==> src/rtl/z2_bus_sequencer.sv <==
// Zorro II slave-cycle front end: strobe synchronisers, the four-state
// cycle sequencer, registered dtack collection and a bus-timeout watchdog.
module z2_bus_sequencer #(
    parameter int TIMEOUT_CYCLES = 255
) (
    input  logic       MEMCLK,
    input  logic       RESET,
    input  logic       AS_n,
    input  logic       UDS_n,
    input  logic       LDS_n,
    input  logic       RW,
    input  logic [4:0] sel,
    input  logic [4:0] ack,
    output logic       as_sync,
    output logic       uds_sync,
    output logic       lds_sync,
    output logic       rw_sync,
    output logic [1:0] z2_state,
    output logic [4:0] cycle_target,
    output logic       dtack,
    output logic       timeout
);

    typedef enum logic [1:0] {
        ST_IDLE  = 2'b00,
        ST_START = 2'b01,
        ST_DATA  = 2'b10,
        ST_END   = 2'b11
    } state_t;

    // Counter value on which the watchdog gives up while still in DATA.
    localparam logic [7:0] LP_CNT_LAST = 8'(TIMEOUT_CYCLES - 1);

    // Handshake: a target raises ack[n] while it is the latched cycle_target
    // and the sequencer is in DATA; dtack rises on the next edge and stays
    // high until the master releases AS, regardless of when ack drops.

    logic [2:0] r_as_sync;
    logic [1:0] r_uds_sync;
    logic [1:0] r_lds_sync;
    logic [1:0] r_rw_sync;

    state_t     r_state;
    state_t     w_state_nxt;
    logic [4:0] r_target;
    logic [4:0] w_target_nxt;
    logic [4:0] w_prio;
    logic       r_dtack;
    logic       w_dtack_nxt;
    logic       r_timeout;
    logic       w_timeout_nxt;
    logic [7:0] r_cnt;
    logic [7:0] w_cnt_nxt;
    logic [7:0] w_cnt_inc;

    // Shift the raw asynchronous strobes into MEMCLK; bit 0 is the first stage.
    always_ff @(posedge MEMCLK or posedge RESET) begin
        if (RESET) begin
            r_as_sync  <= 3'b111;
            r_uds_sync <= 2'b11;
            r_lds_sync <= 2'b11;
            r_rw_sync  <= 2'b11;
        end else begin
            r_as_sync  <= {r_as_sync[1:0], AS_n};
            r_uds_sync <= {r_uds_sync[0], UDS_n};
            r_lds_sync <= {r_lds_sync[0], LDS_n};
            r_rw_sync  <= {r_rw_sync[0], RW};
        end
    end

    // Pick one target from the decode: ctrl > ram > ide > autoconfig > flash.
    always_comb begin
        w_prio = 5'b00000;
        if (sel[0])      w_prio = 5'b00001;
        else if (sel[1]) w_prio = 5'b00010;
        else if (sel[2]) w_prio = 5'b00100;
        else if (sel[3]) w_prio = 5'b01000;
        else if (sel[4]) w_prio = 5'b10000;
    end

    // Watchdog counter saturates so it can never wrap back below the limit.
    assign w_cnt_inc = (r_cnt == 8'hFF) ? r_cnt : r_cnt + 8'd1;

    // Next-state and registered-output logic for the cycle sequencer.
    always_comb begin
        w_state_nxt   = r_state;
        w_target_nxt  = r_target;
        w_dtack_nxt   = r_dtack;
        w_timeout_nxt = 1'b0;
        w_cnt_nxt     = r_cnt;
        case (r_state)
            ST_IDLE: begin
                w_dtack_nxt = 1'b0;
                w_cnt_nxt   = 8'd0;
                if (!r_as_sync[2] && (sel != 5'b00000)) begin
                    w_target_nxt = w_prio;
                    w_state_nxt  = ST_START;
                end
            end
            ST_START: begin
                w_cnt_nxt = w_cnt_inc;
                if (!r_uds_sync[1] || !r_lds_sync[1]) begin
                    w_state_nxt = ST_DATA;
                end else if (r_as_sync[1]) begin
                    w_state_nxt  = ST_IDLE;
                    w_target_nxt = 5'b00000;
                end
            end
            ST_DATA: begin
                w_cnt_nxt = w_cnt_inc;
                if ((ack & r_target) != 5'b00000) begin
                    w_dtack_nxt = 1'b1;
                    w_state_nxt = ST_END;
                end else if (r_as_sync[1]) begin
                    w_dtack_nxt  = 1'b0;
                    w_target_nxt = 5'b00000;
                    w_state_nxt  = ST_IDLE;
                end else if (r_cnt == LP_CNT_LAST) begin
                    w_timeout_nxt = 1'b1;
                    w_state_nxt   = ST_END;
                end
            end
            ST_END: begin
                if (r_as_sync[1]) begin
                    w_dtack_nxt  = 1'b0;
                    w_target_nxt = 5'b00000;
                    w_state_nxt  = ST_IDLE;
                end
            end
            default: begin
                w_state_nxt = ST_IDLE;
            end
        endcase
    end

    // Sequencer state and registered outputs.
    always_ff @(posedge MEMCLK or posedge RESET) begin
        if (RESET) begin
            r_state   <= ST_IDLE;
            r_target  <= 5'b00000;
            r_dtack   <= 1'b0;
            r_timeout <= 1'b0;
            r_cnt     <= 8'd0;
        end else begin
            r_state   <= w_state_nxt;
            r_target  <= w_target_nxt;
            r_dtack   <= w_dtack_nxt;
            r_timeout <= w_timeout_nxt;
            r_cnt     <= w_cnt_nxt;
        end
    end

    assign as_sync      = r_as_sync[1];
    assign uds_sync     = r_uds_sync[1];
    assign lds_sync     = r_lds_sync[1];
    assign rw_sync      = r_rw_sync[1];
    assign z2_state     = r_state;
    assign cycle_target = r_target;
    assign dtack        = r_dtack;
    assign timeout      = r_timeout;

endmodule
==> config.mk <==
export PLATFORM = sky130hd
export DESIGN_NAME = z2_bus_sequencer
export DESIGN_NICKNAME = d
export VERILOG_FILES = /design/src/rtl/z2_bus_sequencer.sv
export SDC_FILE = /design/constraint.sdc
export NUM_CORES = 1
export LEC_CHECK = 0
export ABC_AREA = 0
export CORE_UTILIZATION = 50
export DETAILED_ROUTE_END_ITERATION = 12
export HOLD_SLACK_MARGIN = 0.06
export PLACE_DENSITY_LB_ADDON = 0.15
export SETUP_SLACK_MARGIN = 0.05
export SLEW_MARGIN = 20
export SYNTH_ARGS = -nofsm -noshare
export SYNTH_HDL_FRONTEND = slang
export SYNTH_SLANG_ARGS = --single-unit
export TNS_END_PERCENT = 10
==> constraint.sdc <==
create_clock -name MEMCLK -period 3.1 [get_ports MEMCLK]
set_input_delay 0.465 -clock MEMCLK [delete_from_list [all_inputs] [get_ports MEMCLK]]
set_output_delay 0.465 -clock MEMCLK [all_outputs]
set_load 0.05 [all_outputs]
== Word-level counts from Yosys, hierarchy flattened ==
Cells that the tools add are included.
Operators by class
  reduce and logical (&&, ||, !) cells: 14
  multiply operators: 0
  equality and inequality tests: 10
  magnitude comparators: 0
  bitwise gates (word level): 1
  shift-type cells: 0
  multiplexer cells: 26
  divide/modulo/power cells: 0
  add/sub/neg operators: 1
Operators with widths (number)
  5-bit two-way mux: 9
  5-bit case mux with 4 select lines: 1
  8-bit equality test, second input constant: 2
  8-bit case mux with 2 select lines: 1
  2-bit two-way mux: 6
  5-bit nonzero test: 2
  8-bit by 1-bit adder with 8-bit output, second input constant: 1
  8-bit two-way mux: 1
  2-bit != test, second input constant: 4
  2-bit case mux with 4 select lines: 1
  1-bit two-way mux: 6
  5-bit AND: 1
  2-bit equality test, second input constant: 2
  4-bit != test, second input constant: 1
  2-bit AND reduction: 2
  1-bit zero test: 3
  1-bit case mux with 3 select lines: 1
  3-bit AND reduction: 1
  3-bit nonzero test: 1
  2-bit by 1-bit equality test with 1-bit output, second input constant: 1
  2-bit zero test: 1
  2-bit nonzero test: 1
  2-bit OR reduction: 1
  1-bit logical AND: 1
  1-bit logical OR: 1
Storage, ports and cells
  memories kept: 0
  memory bits (writable): 0
  ROM bits: 0
  logic and storage cells: 61
  output and inout port bits: 13
  register bits: 26
  input bits: 16
  latch bits: 0

== Longest topological paths before layout ==
Gate-level depths: netlist (run 1).
  word-level depth: 7
  mapped depth: 7
  mapped depth without buffers: 6

== Least setup slack after synthesis (run 1) ==
No wires, ideal clock.
  path kind: reg-to-reg
  start point: reg r_state[1] (netlist: z2_state[1])
  end point: reg r_target[1] (netlist: cycle_target[1])
  path buffers: 1
  library setup time: 125 ps
  path slack: 718 ps
  data required time: 2975 ps
  arrival time: 2256 ps
  clock period less this slack: 2382 ps
  stages on the path, launching flop included: 8
  path through: dfrtp_1 > inv_1 > ha_1 > buf_6 > or4b_4 > o31ai_4 > a211o_4 > mux2_4
On the way
  longest elaborated chain between the ends: 3
  elaborated cells between the ends (all ways): 9
  those cells by class: 6 x eq/ne; 1 x mux; 2 x reduce/logical
Ends and longest elaborated chain
  from (decl): line 43  | state_t r_state;
  from (signal assigned): line 145  | r_state <= w_state_nxt;
  2-bit equality test, or another cell as far along: line 91  | case (r_state)
  2-bit != test (no source line)
  3-bit AND reduction (no source line)
  to (signal assigned): line 146  | r_target <= w_target_nxt;
  to (decl): line 45  | logic [4:0] r_target;
Parallel ways exist; a longest one is shown, timed or not.
A chain may end at the register's enable or synchronous reset.

== Worst setup path in the final report (run 1) ==
  start point: reg r_state[1] (netlist: z2_state[1])
  end point: reg r_target[4] (netlist: cycle_target[4])
Same word-level chain as after synthesis.

==> results.tsv, run 1 <==
stage	metric	value	unit
synthesis	synth.most_common_cell	dfrtp_1	
synthesis	synth_top_area_cell	dfrtp_1	
synthesis	ys_seq_area_share	50.62	%
floorplan	start_util	52.78	%
clock_tree	hold_buffers	0	
placement	gp_congestion	0.8149	
global_routing	first_global_vias	957	
worst_setup_path	cp-start-kind	flop	
floorplan	core	0.002477	mm2
sta	rsz0062_at_grt	no	
synthesis	synth_top_area_share	32.54	%
worst_setup_path	critical_path_buf_inv_count	1	
floorplan	rows	18	
worst_setup_path	critPathArrivalTime	2.45	ns
sta	relSlewSlack	32.00	%
worst_setup_path	cp-end-kind	flop	
placement	dpl.hpwl	1914	um
worst_setup_path	worst_ep_required_time	3.31	ns
floorplan	die_area	0.002823	mm2
clock_tree	cts_tree	yes	
clock_tree	clk_pin_slew_worst_paths	0.14	ns
power_and_ir_drop	ir_worst_vdd	0.4461	mV
routing	initialDrtViolationCount	29	
sta	tightest_slew	1.009	ns
global_routing	grt_pass1_wl	4105	um
synthesis	synth-main-ff-cell	dfrtp_1	
routing	routedWlPerCell	14.09	um
cells_and_area	layout-drive-gt1-share	14.97	%
sta	holdWs	0.3613	ns
sta	layout_setup_ws	0.8653	ns
floorplan	num_io_pins	29	
floorplan	die_y	53.14	um
synthesis	synth_warnings	0	
worst_setup_path	slowest_stage	or4b_4	
synthesis	synth.distinct_cells	40	
outcome	status	finished, final reports clean	
synthesis	synth_nets	139	
job	cap_violations	0	
sta	setup_viol	0	
routing	detail-route-antenna-nets	0	
synthesis	synth_edf_count	0	
clock_tree	cts.sinks	26	
power_and_ir_drop	cellLeakagePower	0.7124	nW
worst_setup_path	critPathTopFamily	simple AND/OR/NAND/NOR gates	
cells_and_area	area_delta_synth_final	25.65	%
placement	placed_area	0.001617	mm2
power_and_ir_drop	powerDensity	775.7	mW/mm2
placement	place_ws	0.6844	ns
clock_tree	root_buffer	clkbuf_4	
worst_setup_path	path_cells	inv_1 > ha_1 > or4b_4 > o31ai_4 > a211o_4 > mux2_4	
clock_tree	h-tree-depth	1	
sta	fmax	447.5	MHz
clock_tree	cts_resized	0	
synthesis	async_flop_share	100.0	%
global_routing	antenna_found_initial	0	
routing	drt-total-wl	2494	um
global_routing	grt_max_degree	27	
synthesis	synth_area	0.001308	mm2
worst_hold_path	hold_class	reg -> reg	
power_and_ir_drop	p_total	1.274	mW
global_routing	track_usage	20.49	%
floorplan	die_w	53.14	um
clock_tree	cts_setup_buffers	0	
global_routing	grt-ovfl-total	0	
synthesis	syn_inst	116	
routing	via_count	981	
sta	fin_crit	2.235	ns
routing	dr.pass1.iters	4	
synthesis	synthTopCellsByCount	dfrtp_1 (17), dfstp_2 (9), nor2_1 (9), inv_1 (8), ha_1 (7)	
sta	hold_viol	0	
sta	slew_violations	0	
sta	setup_tns	0	ns
worst_setup_path	cp_max_fo	5	
cells_and_area	fin_nets	171	
clock_tree	numCtsBuffers	3	
sta	min_period_over_period	72.09	%
sta	finClkSkew	0.004565	ns
placement	io_buffers	28	
clock_tree	insertion_delay	0.31	ns
cells_and_area	diodes	0	
synthesis	synth_area_per_cell	11.27	um2
synthesis	ys_ff_latch	26	
cells_and_area	design_area	0.001643	mm2
worst_setup_path	worstSetupPathType	reg -> reg	
routing	drc	0	
synthesis	synthTopCellsByArea	dfrtp_1 (33%), dfstp_2 (18%), ha_1 (6.7%)	
worst_setup_path	critPathMaxStageDelay	0.50	ns
routing	avgViaCountPerCell	5.542	
clock_tree	clockBufferDepth	2	
## per-stage QoR
step                      utilization, %  std cells
after floorplan                        -        116
after global placement             65.25        173
after detailed placement           65.25        173
after CTS                          66.31        177
after global routing               66.31        177
final                              66.31        177
## kinds of logic after synthesis
logic type,Yosys count,share of synthesized area [%]
flip-flops,26,50.62
buffers and inverters,10,3.540
AO/OA/AOI/OAI,24,14.35
XOR/XNOR,2,1.340
multiplexers,6,6.220
AND/OR/NAND/NOR,41,17.23
adder cells (fa/ha/maj),7,6.698
## cells in the final DEF, fill, tap and decap left out, types with 2 or more instances in the layout
cell type,instances
o31ai_1,2
mux2_4,4
nand4_1,2
nand2_1,6
xor2_1,2
a21oi_1,4
o32ai_1,2
o21ai_0,5
and3_1,2
inv_1,8
nor2_1,9
clkbuf_4,3
nand3_1,6
ha_1,7
a31oi_1,2
clkdlybuf4s50_1,28
dfstp_2,9
a211oi_1,2
dfrtp_1,17
and2_1,3
nor3_1,3
## power by group
part	internal, mW	switching, mW	total [mW]	leakage [nW]
clock network	0.0502	0.0975	0.148	0.0150
logic	0.264	0.398	0.662	0.374
registers	0.406	0.0589	0.465	0.323
## flip-flops by register name (all words and copies together) (netlist names), 2 cells and up
register      count
r_rw_sync         2
r_as_sync         3
r_lds_sync        2
z2_state          2
cycle_target      5
r_cnt             8
r_uds_sync        2
## layer usage
metal  track usage (%)  share of wire [%]  wire length [um]
met2             35.65                 50              1237
met4             5.263               0.52                13
met5                 0                  0                 0
met1             26.09                 47              1173
met3             3.448                2.8                70
## final cells by class
type	count	area [um2]
fill	212	834.6
timing repair buffer	29	287.8
clock buffer	4	26.28
multi-input combinational	80	599.3
tap	30	37.54
sequential	26	661.9
inverter	8	30.03
## worst paths after layout
path | from | to | slack (ns) | cells past startpoint
worst min-delay path | r_as_sync[0] | r_as_sync[1] | 0.36 | 0
worst max-delay path | z2_state[1] | cycle_target[4] | 0.87 | 6
worst max register to register | z2_state[1] | cycle_target[4] | 0.87 | 6
min in group asynchronous | RESET | r_cnt[0] | 0.63 | 2
max in group asynchronous | RESET | cycle_target[1] | 1.90 | 2
worst min register to register | r_as_sync[0] | r_as_sync[1] | 0.36 | 0
No activity file was read; power rests on OpenSTA's default activity.
==> run 2, diff against run 1 <==
CORE_UTILIZATION = 44   (was 50)
clock period = 2.05 ns   (was 3.1 ns; I/O delays follow)
==> results.tsv, run 2 (synthesis results as in run 1) <==
stage	metric	value	unit
clock_tree	cts.sinks	26	
sta	fmax	507.4	MHz
sta	setup_viol	0	
routing	avgViaCountPerCell	5.363	
routing	initialDrtViolationCount	44	
floorplan	die_w	56.51	um
clock_tree	clk_pin_slew_worst_paths	0.14	ns
worst_setup_path	worstSetupPathType	reg -> out	
clock_tree	numCtsBuffers	3	
power_and_ir_drop	p_int	1.290	mW
floorplan	num_io_pins	29	
power_and_ir_drop	clockPowerShare	13.6	%
power_and_ir_drop	p_seq_share	32.3	%
routing	drc	0	
placement	gp_congestion	0.8408	
clock_tree	root_buffer	clkbuf_4	
sta	finClkSkew	0.004460	ns
worst_hold_path	hold_class	in -> async	
cells_and_area	diodes	0	
routing	routedWlPerCell	14.13	um
clock_tree	insertion_delay	0.32	ns
cells_and_area	regMostFlops	r_cnt	
power_and_ir_drop	powerDensity	1228	mW/mm2
job	cap_violations	0	
sta	relSlewSlack	59.61	%
routing	detail-route-antenna-nets	0	
routing	dr.pass1.iters	6	
worst_setup_path	worst_ep_required_time	1.74	ns
clock_tree	clockBufferDepth	2	
cells_and_area	area_delta_synth_final	35.69	%
sta	min_period_over_period	96.13	%
cells_and_area	largest_reg_flops	8	
cells_and_area	final_cell_mix	clkdlybuf4s50_1 (24), dfrtp_1 (15), buf_4 (14), nor2_1 (9), dfstp_2 (9)	
sta	hold_viol	0	
cells_and_area	layout-drive-gt1-share	25.79	%
power_and_ir_drop	combPwrFrac	54.1	%
global_routing	grt_pass1_wl	4602	um
cells_and_area	layout_commonest_cell	clkdlybuf4s50_1	
outcome	status	finished, final reports clean	
routing	via_count	1019	
worst_setup_path	cp-start-kind	flop	
clock_tree	cts_tree	yes	
clock_tree	h-tree-depth	1	
global_routing	track_usage	18.74	%
power_and_ir_drop	p_switching	888.3	uW
placement	placed_area	0.001700	mm2
floorplan	rows	19	
global_routing	antenna_found_initial	0	
floorplan	core	0.002781	mm2
placement	io_buffers	28	
sta	rsz0062_at_grt	yes	
clock_tree	hold_buffers	0	
worst_setup_path	critPathArrivalTime	1.66	ns
floorplan	die_y	56.51	um
power_and_ir_drop	p_sw_share	40.78	%
floorplan	die_area	0.003193	mm2
cells_and_area	fin_nets	183	
sta	tightest_slew	0.5996	ns
placement	dpl.hpwl	2102	um
sta	fin_crit	1.971	ns
worst_setup_path	cp-end-kind	output port	
worst_setup_path	cp_max_fo	4	
global_routing	first_global_vias	1008	
cells_and_area	design_area	0.001774	mm2
sta	holdWs	0.3116	ns
power_and_ir_drop	cellLeakagePower	0.7980	nW
floorplan	start_util	47.01	%
global_routing	grt_max_degree	27	
sta	slew_violations	0	
global_routing	grt-ovfl-total	0	
routing	drt-total-wl	2684	um
power_and_ir_drop	ir_worst_vdd	1.312	mV
## run 2: changes by cell type in the layout (fill, tap and decap cells not counted), moves of 2 or more
cell	before	now
clkdlybuf4s50_1	28	24
buf_4	1	14
dfrtp_2	0	2
dfrtp_1	17	15
dlymetal6s2s_1	0	2
inv_1	8	6
## run 2: area by class of cell
class | count | area [um2]
Multi-Input combinational cell | 80 | 611.8
Clock buffer | 4 | 47.55
Sequential cell | 26 | 664.4
Fill cell | 229 | 1007
Timing Repair Buffer | 41 | 379.1
Tap cell | 31 | 38.79
Inverter | 8 | 32.53
## run 2: final timing paths
check,startpoint,endpoint,depth (start not counted),slack [ns]
setup / recovery,z2_state[0],z2_state[0],2,0.08
hold / removal,RESET,cycle_target[0],3,0.31
setup reg to reg,z2_state[0],cycle_target[1],6,0.12
hold reg to reg,r_uds_sync[0],r_uds_sync[1],0,0.37
max in group asynchronous,RESET,r_lds_sync[1],3,1.45
min in group MEMCLK,r_uds_sync[0],r_uds_sync[1],0,0.37
## run 2: routing by layer
layer	GRT usage (%)	routed length, um
met5	0	0
met4	4.530	63
met3	4.839	123
met2	29.24	1254
met1	26.13	1241
## run 2: metrics by stage
step / setup TNS, ns / cells / worst slack (ns) / total power [mW] / utilization [%]
6_report: 0 / 190 / 0.07933 / 2.178 / 63.79
5_1_grt: 0 / 190 / 0.03545 / 2.334 / 63.79
4_1_cts: 0 / 189 / 0.03480 / 2.135 / 62.80
3_5_place_dp: -0.3831 / 185 / -0.08625 / 1.837 / 61.13
3_3_place_gp: -0.2460 / 185 / -0.05765 / 1.810 / 61.13
2_1_floorplan: -0.6711 / 116 / -0.1678 / 1.457 / -
## run 2: power groups by stage
stage	Combinational, mW	Sequential [mW]	Clock [mW]
3_3_place_gp	1.10	0.705	0
6_report	1.18	0.704	0.297
3_5_place_dp	1.12	0.712	0
2_1_floorplan	0.578	0.879	0
5_1_grt	1.29	0.717	0.326
4_1_cts	1.13	0.703	0.301
## run 2: repair_timing
action / 4_1_cts / 5_1_grt
resized for setup: 1 / 5
pin swaps: 0 / 1
gates cloned: 0 / 0
setup buffers: 0 / 1
setup endpoints to repair: 3 / 7
## run 2: worst max-delay path: stages (launching register included)
cell	delay, ns
dfrtp_2	0.41
buf_4	0.14
clkdlybuf4s50_1	0.79
